File: config.mk
export PLATFORM = sky130hd
export DESIGN_NAME = garage_door_plant
export DESIGN_NICKNAME = d
export VERILOG_FILES = /design/src/rtl/garage_door_pkg.sv /design/src/rtl/garage_door_plant_step_prescaler.sv /design/src/rtl/garage_door_plant.sv
export SDC_FILE = /design/constraint.sdc
export NUM_CORES = 1
export LEC_CHECK = 0
export ABC_AREA = 1
export BUFFER_PORTS_ARGS = -buffer_cell sky130_fd_sc_hd__buf_2
export CAP_MARGIN = 20
export CORE_MARGIN = 1
export CORE_UTILIZATION = 30
export CTS_BUF_LIST = sky130_fd_sc_hd__clkbuf_4 sky130_fd_sc_hd__clkbuf_8
export CTS_CLUSTER_SIZE = 14
export DETAILED_ROUTE_END_ITERATION = 10
export HOLD_SLACK_MARGIN = 0.15
export PLACE_DENSITY_LB_ADDON = 0.2
export SETUP_SLACK_MARGIN = 0.4
export SLEW_MARGIN = 25
export SYNTH_ARGS = -nofsm -noshare
export SYNTH_HDL_FRONTEND = slang
export SYNTH_SLANG_ARGS = --single-unit
File: constraint.sdc
create_clock -name clk50m -period 2.2 [get_ports clk50m]
set_input_delay 0.22 -clock clk50m [delete_from_list [all_inputs] [get_ports clk50m]]
set_output_delay 0.22 -clock clk50m [all_outputs]
set_load 0.01 [all_outputs]
File: src/rtl/garage_door_pkg.sv
// Shared definitions for the garage door plant model and for the benches
// that drive the door controller against it.
//
// Contents:
//   plant_state_t        : plant motor state (IDLE, OPENING, CLOSING, FAULT)
//   ST_*                 : the same encodings as plain 2-bit constants, for
//                          code that keeps its state in a logic vector
//   GD_STEP_DIV          : default clock cycles per position step (1 ms @ 50 MHz)
//   GD_POS_MAX           : default position of the fully open door
package garage_door_pkg;

  typedef enum logic [1:0] {
    IDLE    = 2'd0,
    OPENING = 2'd1,
    CLOSING = 2'd2,
    FAULT   = 2'd3
  } plant_state_t;

  localparam logic [1:0] ST_IDLE    = 2'(IDLE);
  localparam logic [1:0] ST_OPENING = 2'(OPENING);
  localparam logic [1:0] ST_CLOSING = 2'(CLOSING);
  localparam logic [1:0] ST_FAULT   = 2'(FAULT);

  localparam int GD_STEP_DIV = 50_000;
  localparam int GD_POS_MAX  = 1000;

endpackage

File: src/rtl/garage_door_plant_step_prescaler.sv
// step_prescaler: divides the system clock down to door position steps.
//
// Ports:
//   clk50m : system clock, rising edge
//   rst    : synchronous active-high reset
//   en     : count while high (motor running); held at 0 while low
//   clr    : restart the count from 0 (state change of the plant)
//   tick   : registered one-cycle pulse, raised on the edge where the count
//            reaches DIV-1, so the position moves one edge later
module step_prescaler
  import garage_door_pkg::*;
#(
  parameter int DIV = GD_STEP_DIV
) (
  input  logic clk50m,
  input  logic rst,
  input  logic en,
  input  logic clr,
  output logic tick
);

  localparam int CW = (DIV > 1) ? $clog2(DIV) : 1;
  localparam logic [CW-1:0] LAST = CW'(DIV - 1);

  logic [CW-1:0] cnt_q, cnt_d;
  logic          tick_q, tick_d;

  // Counter wraps at DIV-1; a clear also drops any pending tick so a
  // reversal never inherits progress from the previous direction.
  always_comb begin
    cnt_d  = '0;
    tick_d = 1'b0;
    if (en && !clr) begin
      tick_d = (cnt_q == LAST);
      cnt_d  = (cnt_q == LAST) ? '0 : cnt_q + CW'(1);
    end
  end

  always_ff @(posedge clk50m) begin
    if (rst) begin
      cnt_q  <= '0;
      tick_q <= 1'b0;
    end else begin
      cnt_q  <= cnt_d;
      tick_q <= tick_d;
    end
  end

  assign tick = tick_q;

endmodule

File: src/rtl/garage_door_plant.sv
// garage_door_plant: cycle-based model of the garage door mechanics (motor,
// position, end-stop sensors, light barrier) for closed-loop use with the
// door controller.
//
// Ports:
//   clk50m   : system clock, rising edge
//   rst      : synchronous active-high reset; returns the door to RESET_POS
//   left     : motor command open  (position increments)
//   right    : motor command close (position decrements)
//   obstacle : asynchronous object-in-doorway stimulus
//   top      : high iff pos == POS_MAX
//   bottom   : high iff pos == 0
//   lb       : light barrier interrupted (never while the door is closed)
//   pos      : current door position, 0 = closed
//   moving   : motor running and not pressed against the end stop
//   fault    : sticky plant fault, cleared only by rst
//
// Build option GD_PLANT_STALL_EN: when defined, STALL_STEPS step ticks spent
// against the end stop in the travel direction raise a stall fault. When not
// defined, driving into an end stop simply holds the position saturated.
module garage_door_plant
  import garage_door_pkg::*;
#(
  parameter int STEP_DIV    = GD_STEP_DIV,
  parameter int POS_MAX     = GD_POS_MAX,
  parameter int RESET_POS   = 500,
  parameter int STALL_STEPS = 200,
  parameter int POS_W       = $clog2(POS_MAX + 1)
) (
  input  logic             clk50m,
  input  logic             rst,
  input  logic             left,
  input  logic             right,
  input  logic             obstacle,
  output logic             top,
  output logic             bottom,
  output logic             lb,
  output logic [POS_W-1:0] pos,
  output logic             moving,
  output logic             fault
);

  localparam logic [POS_W-1:0] POS_TOP   = POS_W'(POS_MAX);
  localparam logic [POS_W-1:0] POS_RESET = POS_W'(RESET_POS);

  logic [1:0]       state_q, state_d;
  logic [POS_W-1:0] pos_q, pos_d;
  logic             top_q, bottom_q, lb_q, moving_q, fault_q;
  logic             sync1_q, sync2_q;
  logic             step_tick;
  logic             state_change;
  logic             at_stop;
  logic             stall_hit;

  // Motor is pressed against the end stop it is driving towards.
  assign at_stop = ((state_q == ST_OPENING) && (pos_q == POS_TOP)) ||
                   ((state_q == ST_CLOSING) && (pos_q == '0));

`ifdef GD_PLANT_STALL_EN
  localparam int STALL_W = $clog2(STALL_STEPS + 1);
  localparam logic [STALL_W-1:0] STALL_LIM = STALL_W'(STALL_STEPS);

  logic [STALL_W-1:0] stall_q, stall_d;

  // Counts ticks wasted against the end stop; any state change starts over.
  always_comb begin
    stall_hit = step_tick && at_stop && ((stall_q + STALL_W'(1)) == STALL_LIM);
    stall_d   = stall_q;
    if (state_change) begin
      stall_d = '0;
    end else if (step_tick && at_stop && (stall_q != STALL_LIM)) begin
      stall_d = stall_q + STALL_W'(1);
    end
  end

  always_ff @(posedge clk50m) begin
    if (rst) begin
      stall_q <= '0;
    end else begin
      stall_q <= stall_d;
    end
  end
`else
  logic unused_stall_cfg;
  assign unused_stall_cfg = (STALL_STEPS != 0);
  assign stall_hit        = 1'b0;
`endif

  // Command decode; FAULT is absorbing until reset. Both commands at once
  // model a shorted motor.
  always_comb begin
    state_d = state_q;
    if (state_q != ST_FAULT) begin
      if (left && right) begin
        state_d = ST_FAULT;
      end else if (left) begin
        state_d = ST_OPENING;
      end else if (right) begin
        state_d = ST_CLOSING;
      end else begin
        state_d = ST_IDLE;
      end
      if (stall_hit) begin
        state_d = ST_FAULT;
      end
    end
  end

  assign state_change = (state_d != state_q);

  step_prescaler #(
    .DIV(STEP_DIV)
  ) u_prescaler (
    .clk50m(clk50m),
    .rst   (rst),
    .en    ((state_q == ST_OPENING) || (state_q == ST_CLOSING)),
    .clr   (state_change),
    .tick  (step_tick)
  );

  // A tick moves the door one step in the direction it was earned in,
  // saturating at either end.
  always_comb begin
    pos_d = pos_q;
    if (step_tick) begin
      if ((state_q == ST_OPENING) && (pos_q != POS_TOP)) begin
        pos_d = pos_q + POS_W'(1);
      end else if ((state_q == ST_CLOSING) && (pos_q != '0)) begin
        pos_d = pos_q - POS_W'(1);
      end
    end
  end

  // Outputs are decoded from next-state values so they change on the same
  // edge as state and position.
  always_ff @(posedge clk50m) begin
    if (rst) begin
      state_q  <= ST_IDLE;
      pos_q    <= POS_RESET;
      top_q    <= (RESET_POS == POS_MAX);
      bottom_q <= (RESET_POS == 0);
      lb_q     <= 1'b0;
      moving_q <= 1'b0;
      fault_q  <= 1'b0;
      sync1_q  <= 1'b0;
      sync2_q  <= 1'b0;
    end else begin
      state_q  <= state_d;
      pos_q    <= pos_d;
      top_q    <= (pos_d == POS_TOP);
      bottom_q <= (pos_d == '0);
      sync1_q  <= obstacle;
      sync2_q  <= sync1_q;
      lb_q     <= sync2_q && (pos_d != '0);
      moving_q <= ((state_d == ST_OPENING) && (pos_d != POS_TOP)) ||
                  ((state_d == ST_CLOSING) && (pos_d != '0));
      fault_q  <= (state_d == ST_FAULT);
    end
  end

  assign top    = top_q;
  assign bottom = bottom_q;
  assign lb     = lb_q;
  assign pos    = pos_q;
  assign moving = moving_q;
  assign fault  = fault_q;

endmodule

==> impl_metrics.py, run 1 <==
metrics = {
    "job": {
        "max_capacitance_violation_count": 0,
    },
    "die": {
        "io-pin-count": 20,
        "overall_die_height_um": 83.64,
        "core_area_mm2": 0.006386,
        "die_w_um": 83.64,
        "floorplan.initialDensity_pct": 31.31,
        "die_area_mm2": 0.006995,
        "rows": 29,
    },
    "layout": {
        "nNetsFinal": 352,
        "antenna_cells_inserted": 0,
        "flow.area_growth_from_synthesis_pct": 32.60,
        "final_instance_count_without_filler_cells": 418,
        "share_of_final_layout_standard_cells_stronger_than_drive_strength_1_pct": 34.31,
    },
    "global_routing": {
        "grt_usage_pct": 14.52,
        "pin_count_of_the_biggest_net_entering_global_routing": 15,
        "number_of_global_route_vias_before_repair": 1867,
        "antenna_found_initial": 0,
        "gr-total-overflow": 0,
        "grt_first_pass_wirelength_mm": 8.280,
    },
    "routing": {
        "totalWireLength_mm": 4.891,
        "detailedRoute.firstIterationViolations": 80,
        "viasPerCell": 4.725,
        "wl_per_cell_um": 11.70,
        "drc_errors": 0,
        "drtAntennaViolNets": 0,
        "via_count": 1975,
        "drt_pass1_iterations": 4,
    },
    "power_and_ir_drop": {
        "sequentialPowerShare_pct": 52.0,
        "p_leak_nw": 1.081,
        "ir_worst_vdd_uv": 360.2,
        "p_total_mw": 1.272,
        "p_switching_mw": 0.2921,
        "p_sw_share_pct": 22.97,
        "p_int_mw": 0.9797,
        "power_frac_comb_pct": 9.0,
        "clock_power_share_pct": 39.0,
        "total_power_density_per_cell_area_mw_per_mm2": 479.7,
    },
    "logic_synthesis": {
        "synth_cells": 303,
        "syn-mean-instance-area_um2": 6.599,
        "postSynth.topFlopCell": "sky130_fd_sc_hd__dfxtp_1",
        "ys_seq_area_share_pct": 36.05,
        "postSynthRegisterBits": 36,
        "yosysWarnings": 0,
        "synth-async-reset-ratio_pct": 0,
        "synth.cell_area_mm2": 0.001999,
        "synth_enable_flop_cells": 0,
        "post_synth_num_cell_types": 33,
        "synth.net_count": 314,
    },
    "cts": {
        "cts_max_path_buffers": 2,
        "ctsHtreeMaxLevel": 2,
        "clock-root-buffer": "sky130_fd_sc_hd__clkbuf_8",
        "cts_tree": "done",
        "clk_pin_slew_ns": 0.07,
        "tritoncts.num_buffers": 5,
        "cts_num_sinks": 36,
        "clkLatencyLatePin_ns": 0.28,
    },
    "placed_design": {
        "detailedPlacementHpwl_mm": 3.409,
        "pre_cts_slack_ns": 0.1612,
        "gp_congestion": 0.7909,
        "portBuffers": 19,
        "place.detailed.instances": 397,
    },
    "critical_path": {
        "critical_path.max_fanout": 7,
        "cp-end-kind": "register",
        "crit_path_start_kind": "register",
        "cp.arrival_ns": 2.13,
        "worst-endpoint-required_ns": 2.38,
        "crit_type": "register to register",
    },
    "outcome": {
        "run_status": "completed",
    },
    "timing": {
        "layout_setup_ws_ns": 0.2472,
        "min_period_over_period_pct": 88.76,
        "final_layout_setup_total_negative_slack_ns": 0,
        "timing.max_slew.rel_slack_pct": 70.35,
        "fmax_ghz": 0.5121,
        "timing.final.max_slew_violations": 0,
        "setup_viol": 0,
        "grt_setup_unrepaired": "yes",
        "holdWs_ns": 0.2789,
        "worst_pin_slew_ns": 0.4441,
        "worst_clock_skew_on_the_final_layout_ns": 0.007168,
        "finalCriticalPeriod_ns": 1.953,
        "timing_hold_violations_final": 0,
    },
    "hold_path": {
        "min-delay-path-class": "primary input to register",
    },
}
-- layout make-up --
cell class,count,area [um^2]
Fill cell,669,3735
Multi-Input combinational cell,220,1333
Timing Repair Buffer,33,202.7
Sequential cell,36,742.0
Tap cell,77,96.34
Inverter,45,181.4
Clock buffer,7,96.34
-- power by group through the flow --
stage | logic [mW] | clock network (mW) | registers (mW)
floorplan | 0.0570 | 0 | 0.678
global placement | 0.0810 | 0 | 0.677
detailed placement | 0.0810 | 0 | 0.677
CTS | 0.0973 | 0.520 | 0.661
global route | 0.126 | 0.546 | 0.662
finish | 0.114 | 0.496 | 0.661
-- logic make-up (layout without fill, tap and decap cells) --
kind of cell,Yosys count,after routing,share of synthesized area [%]
and+or+nand+nor,187,188,43.43
buffers and inverters,48,85,9.262
DFF,36,36,36.04
AOI/OAI and AO/OA,26,26,7.510
adders and majority gates,6,6,3.755
-- synthesized netlist by cell type, types with 4 or more instances --
| library cell | instances | area, um^2 |
|---|---|---|
| sky130_fd_sc_hd__a21oi_1 | 10 | 50.05 |
| sky130_fd_sc_hd__dfxtp_1 | 36 | 720.7 |
| sky130_fd_sc_hd__ha_1 | 6 | 75.07 |
| sky130_fd_sc_hd__inv_1 | 41 | 153.9 |
| sky130_fd_sc_hd__nand2_1 | 78 | 292.8 |
| sky130_fd_sc_hd__nand2_2 | 4 | 25.02 |
| sky130_fd_sc_hd__nand3_1 | 23 | 115.1 |
| sky130_fd_sc_hd__nand4_1 | 7 | 43.79 |
| sky130_fd_sc_hd__nor2_1 | 47 | 176.4 |
| sky130_fd_sc_hd__nor3_1 | 8 | 40.04 |
| sky130_fd_sc_hd__nor4_1 | 4 | 25.02 |
| sky130_fd_sc_hd__o21ai_0 | 5 | 25.02 |
-- state kept, by name, indices dropped and copies added, names as in the netlist --
signal and cells:
lb 1, sync2_q 1, sync1_q 1, fault 1, moving 1, u_prescaler.tick 1
top 1, state_q 2, u_prescaler.cnt_q 16, bottom 1, pos 10
-- per-stage QoR --
step,util (%),instance area [um^2]
2_1_floorplan,-,2017
3_3_place_gp,34.48,2202
3_5_place_dp,34.48,2202
4_1_cts,38.60,2465
5_1_grt,41.52,2651
6_report,41.52,2651
-- path summary, 6_finish.rpt --
kind | startpoint | to | slack [ns] | depth (start not counted)
worst max-delay path | pos[1]$_SDFF_PP0_ | moving$_SDFF_PP0_ | 0.25 | 16
worst min-delay path | rst | lb$_SDFF_PP0_ | 0.28 | 2
worst max register to register | pos[1]$_SDFF_PP0_ | moving$_SDFF_PP0_ | 0.25 | 16
worst min register to register | sync1_q$_SDFF_PP0_ | sync2_q$_SDFF_PP0_ | 0.41 | 2
-- metal layers --
layer | track usage [%] | share of wire (%) | up-vias
li1 | - | - | 1041
met1 | 18.62 | 49 | 893
met2 | 23.87 | 46 | 35
met3 | 2.967 | 3.9 | 6
met4 | 5.547 | 1.2 | 0
met5 | 0 | 0 | -
-- critical path: stages, from the launching register on --
cell,delay (ns)
sky130_fd_sc_hd__dfxtp_4,0.36
sky130_fd_sc_hd__inv_4,0.06
sky130_fd_sc_hd__ha_4,0.15
sky130_fd_sc_hd__nand3_4,0.07
sky130_fd_sc_hd__nor2_4,0.13
sky130_fd_sc_hd__nand2_4,0.10
sky130_fd_sc_hd__buf_4,0.16
sky130_fd_sc_hd__nand2_4,0.08
sky130_fd_sc_hd__nand2_2,0.08
sky130_fd_sc_hd__nand4_1,0.09
sky130_fd_sc_hd__nand2_2,0.08
sky130_fd_sc_hd__nor2_1,0.11
sky130_fd_sc_hd__nand2_1,0.06
sky130_fd_sc_hd__nor2_1,0.10
sky130_fd_sc_hd__nand2_1,0.09
sky130_fd_sc_hd__nand2_1,0.09
sky130_fd_sc_hd__a21oi_2,0.05
-- cells in the final DEF (no fill, tap or decap), types with 3 or more instances in the layout --
cell                       netlist  final
sky130_fd_sc_hd__nand2_4         3      3
sky130_fd_sc_hd__dfxtp_1        36     25
sky130_fd_sc_hd__a21oi_1        10     10
sky130_fd_sc_hd__nand2_2         4     18
sky130_fd_sc_hd__clkbuf_8        0      7
sky130_fd_sc_hd__ha_1            6      3
sky130_fd_sc_hd__nand2_8         1      3
sky130_fd_sc_hd__inv_4           1      3
sky130_fd_sc_hd__inv_1          41     35
sky130_fd_sc_hd__nand2_1        78     63
sky130_fd_sc_hd__nor3_1          8      6
sky130_fd_sc_hd__nor2_2          3     10
sky130_fd_sc_hd__nor2_1         47     38
sky130_fd_sc_hd__nor2_4          1      3
sky130_fd_sc_hd__buf_2           2     19
sky130_fd_sc_hd__dfxtp_4         0      3
sky130_fd_sc_hd__o21ai_0         5      3
sky130_fd_sc_hd__ha_4            0      3
sky130_fd_sc_hd__nand3b_1        3      3
sky130_fd_sc_hd__nand3_2         1      3
sky130_fd_sc_hd__inv_2           3      6
sky130_fd_sc_hd__o21ai_2         1      3
sky130_fd_sc_hd__nand4_1         7      7
sky130_fd_sc_hd__nand3_1        23     19
sky130_fd_sc_hd__buf_4           0     13
sky130_fd_sc_hd__dfxtp_2         0      8
sky130_fd_sc_hd__o21ai_1         3      3
-- timing repair --
action / in CTS / in global routing
gates resized for setup: 25 / 46
cloned: 1 / 0
endpoints found under the setup margin: 15 / 21
hold buffers: 1 / 0
endpoints found under the hold margin: 1 / 0
pin swaps: 10 / 18
setup buffers: 7 / 5
(Power assumes the default switching activity.)
==> run 2, diff against run 1 <==
--- a/config.mk
+++ b/config.mk
@@ -5,9 +5,10 @@
 export SDC_FILE = /design/constraint.sdc
 export NUM_CORES = 1
 export LEC_CHECK = 0
-export ABC_AREA = 1
 export BUFFER_PORTS_ARGS = -buffer_cell sky130_fd_sc_hd__buf_2
 export CAP_MARGIN = 20
+export CELL_PAD_IN_SITES_DETAIL_PLACEMENT = 1
+export CELL_PAD_IN_SITES_GLOBAL_PLACEMENT = 2
 export CORE_MARGIN = 1
 export CORE_UTILIZATION = 30
 export CTS_BUF_LIST = sky130_fd_sc_hd__clkbuf_4 sky130_fd_sc_hd__clkbuf_8
==> constraint.sdc (replaced) <==
create_clock -name clk50m -period 2.4 [get_ports clk50m]
set_input_delay 0.24 -clock clk50m [delete_from_list [all_inputs] [get_ports clk50m]]
set_output_delay 0.24 -clock clk50m [all_outputs]
set_load 0.01 [all_outputs]
==> run 2 against run 1 <==
  * The flow now finishes with violations (negative setup slack)
  * Critical path depth down 7
  * Clock power rose by 7.9%
  * Sequential share of layout area down 4.0 points
  * Critical path type unchanged
  * Largest cell class unchanged
==> impl_metrics.py, run 2 <==
metrics = {
    "global_routing": {
        "gr-total-overflow": 0,
        "grt_first_pass_wirelength_mm": 10.22,
        "number_of_global_route_vias_before_repair": 2038,
        "pin_count_of_the_biggest_net_entering_global_routing": 22,
        "grt_usage_pct": 17.70,
        "antenna_found_initial": 0,
    },
    "timing": {
        "finalCriticalPeriod_ns": 2.500,
        "holdWs_ns": 0.1764,
        "final_layout_setup_total_negative_slack_ns": -0.1185,
        "layout_setup_ws_ns": -0.09951,
        "setup_viol": 2,
        "timing.max_slew.rel_slack_pct": 59.47,
        "worst_pin_slew_ns": 0.6080,
        "timing.final.max_slew_violations": 0,
        "fmax_ghz": 0.4001,
        "timing_hold_violations_final": 0,
        "worst_clock_skew_on_the_final_layout_ns": 0.006475,
        "min_period_over_period_pct": 104.1,
        "grt_setup_unrepaired": "yes",
    },
    "layout": {
        "largest_register_ffs": 16,
        "share_of_final_layout_standard_cells_stronger_than_drive_strength_1_pct": 43.87,
        "final_instance_count_without_filler_cells": 406,
        "nNetsFinal": 320,
        "mostFrequentLayoutCell": "sky130_fd_sc_hd__buf_4",
        "max_flop_register": "u_prescaler.cnt_q",
        "highest_count_cells_in_the_layout_ignoring_fill_and_taps": "sky130_fd_sc_hd__buf_4 (46), sky130_fd_sc_hd__nor2_1 (31), sky130_fd_sc_hd__dfxtp_1 (29)",
        "finalCoreUtilization_pct": 45.16,
        "finalInstanceArea_mm2": 0.003068,
        "layout.filler_cells": 799,
        "antenna_cells_inserted": 0,
        "flow.area_growth_from_synthesis_pct": 44.83,
    },
    "job": {
        "max_capacitance_violation_count": 0,
    },
    "routing": {
        "drc_errors": 0,
        "via_count": 2044,
        "totalWireLength_mm": 6.422,
        "detailedRoute.firstIterationViolations": 104,
        "viasPerCell": 5.034,
        "wl_per_cell_um": 15.82,
        "drtAntennaViolNets": 0,
        "drt_pass1_iterations": 4,
    },
    "cts": {
        "clk_pin_slew_ns": 0.08,
        "cts_num_sinks": 36,
        "clkLatencyLatePin_ns": 0.28,
        "cts_hold_buffers": 0,
        "tritoncts.num_buffers": 5,
        "cts_tree": "done",
        "clock-root-buffer": "sky130_fd_sc_hd__clkbuf_8",
        "cts_max_path_buffers": 2,
        "ctsHtreeMaxLevel": 2,
    },
    "logic_synthesis": {
        "post_synth_num_cell_types": 63,
        "postSynthRegisterBits": 36,
        "synth_area_leader_cell": "sky130_fd_sc_hd__dfxtp_1",
        "synth_cells": 240,
        "synth.cell_area_mm2": 0.002118,
        "synth_largest_type_area_fraction_pct": 34.02,
        "yosysWarnings": 0,
        "postSynth.topFlopCell": "sky130_fd_sc_hd__dfxtp_1",
        "post_synth_most_frequent_cells": "sky130_fd_sc_hd__dfxtp_1 (36), sky130_fd_sc_hd__nor2_1 (32), sky130_fd_sc_hd__xor2_1 (12)",
        "synth-async-reset-ratio_pct": 0,
        "ys_seq_area_share_pct": 34.02,
        "ys_top_cells_by_area": "sky130_fd_sc_hd__dfxtp_1 (34%), sky130_fd_sc_hd__nor2_1 (5.7%), sky130_fd_sc_hd__xor2_1 (5.0%)",
        "synth_enable_flop_cells": 0,
        "syn-mean-instance-area_um2": 8.826,
        "synth_most_common_cell": "sky130_fd_sc_hd__dfxtp_1",
        "synth.net_count": 251,
    },
    "die": {
        "core_area_mm2": 0.006794,
        "rows": 30,
        "overall_die_height_um": 86.03,
        "die_w_um": 86.03,
        "floorplan.initialDensity_pct": 31.18,
        "io-pin-count": 20,
        "die_area_mm2": 0.007401,
    },
    "critical_path": {
        "worst-endpoint-required_ns": 2.61,
        "crit_type": "register to register",
        "crit_path_start_kind": "register",
        "cp.arrival_ns": 2.71,
        "cp-end-kind": "register",
        "critical_path.max_fanout": 5,
    },
    "hold_path": {
        "min-delay-path-class": "primary input to register",
    },
    "placed_design": {
        "place.detailed.instances": 392,
        "detailedPlacementHpwl_mm": 4.613,
        "gp_congestion": 0.8447,
        "portBuffers": 19,
        "dpl_cell_area_mm2": 0.002681,
    },
    "outcome": {
        "run_status": "finished with violations",
        "violations_in_the_final_reports": "negative setup slack",
    },
    "power_and_ir_drop": {
        "ir_worst_vdd_uv": 312.2,
        "total_power_density_per_cell_area_mw_per_mm2": 395.8,
        "p_leak_nw": 1.135,
    },
}
==> run 2: final timing paths <==
| kind | startpoint | end | slack [ns] | cells after the start |
|---|---|---|---|---|
| max | pos[1]$_SDFF_PP0_ | top$_SDFF_PP0_ | -0.1 | 9 |
| min | obstacle | sync1_q$_SDFF_PP0_ | 0.18 | 2 |
| max reg2reg | pos[1]$_SDFF_PP0_ | top$_SDFF_PP0_ | -0.1 | 9 |
| min reg2reg | sync1_q$_SDFF_PP0_ | sync2_q$_SDFF_PP0_ | 0.45 | 1 |
==> run 2: area by class of cell <==
class | instances | area, um^2 | area share [%]
tap | 96 | 120.1 | 3.915
clock inverter | 2 | 35.03 | 1.142
clock buffer | 6 | 76.32 | 2.488
sequential | 36 | 734.5 | 23.94
multi-input combinational | 183 | 1528 | 49.80
timing repair buffer | 72 | 528.0 | 17.21
inverter | 11 | 46.29 | 1.509
==> run 2: report_power, final <==
part           switching [mW]  internal (mW)  leakage [nW]
combinational          0.0394         0.0354         0.784
sequential            0.00267          0.602         0.293
clock                   0.215          0.320        0.0586
total                   0.257          0.957          1.14
==> run 2: per-layer routing <==
| metal | track usage, % | up-vias | wire length, um |
|---|---|---|---|
| li1 | - | 1007 | - |
| met1 | 23.08 | 991 | 2976 |
| met2 | 28.93 | 33 | 3128 |
| met3 | 2.887 | 13 | 198 |
| met4 | 7.424 | 0 | 119 |
| met5 | 0 | - | 0 |
==> run 2: repair_timing <==
item,4_1_cts,5_1_grt
gates resized for setup,19,29
endpoints found under the setup margin,10,28
pin swaps,5,6
setup buffers,4,2
endpoints found under the hold margin,0,0
==> run 2: worst max-delay path: stages, from the launching register on <==
cell and delay, ns:
sky130_fd_sc_hd__dfxtp_4 0.36, sky130_fd_sc_hd__inv_4 0.06, sky130_fd_sc_hd__ha_4 0.17, sky130_fd_sc_hd__or3b_4 0.44
sky130_fd_sc_hd__nand4_4 0.12, sky130_fd_sc_hd__a31oi_2 0.10, sky130_fd_sc_hd__or3_4 0.35, sky130_fd_sc_hd__and2_4 0.18
sky130_fd_sc_hd__or4_4 0.50, sky130_fd_sc_hd__a211oi_2 0.14
==> run 2: kinds of logic after synthesis <==
family	Yosys count	synth area share, %
compound gates	42	16.30
mux	3	1.477
xor+xnor	21	8.683
flops	36	34.02
simple gates	111	31.31
fa+ha+maj	6	3.544
buf+inv	21	4.666
==> run 2: metrics by stage <==
stage / total power, mW / worst slack (ns)
after floorplan: 0.6521 / 0.06495
after global placement: 0.6769 / -0.2135
after detailed placement: 0.6772 / -0.1744
after CTS: 1.233 / -0.1269
after global routing: 1.268 / -0.1893
final: 1.214 / -0.09951
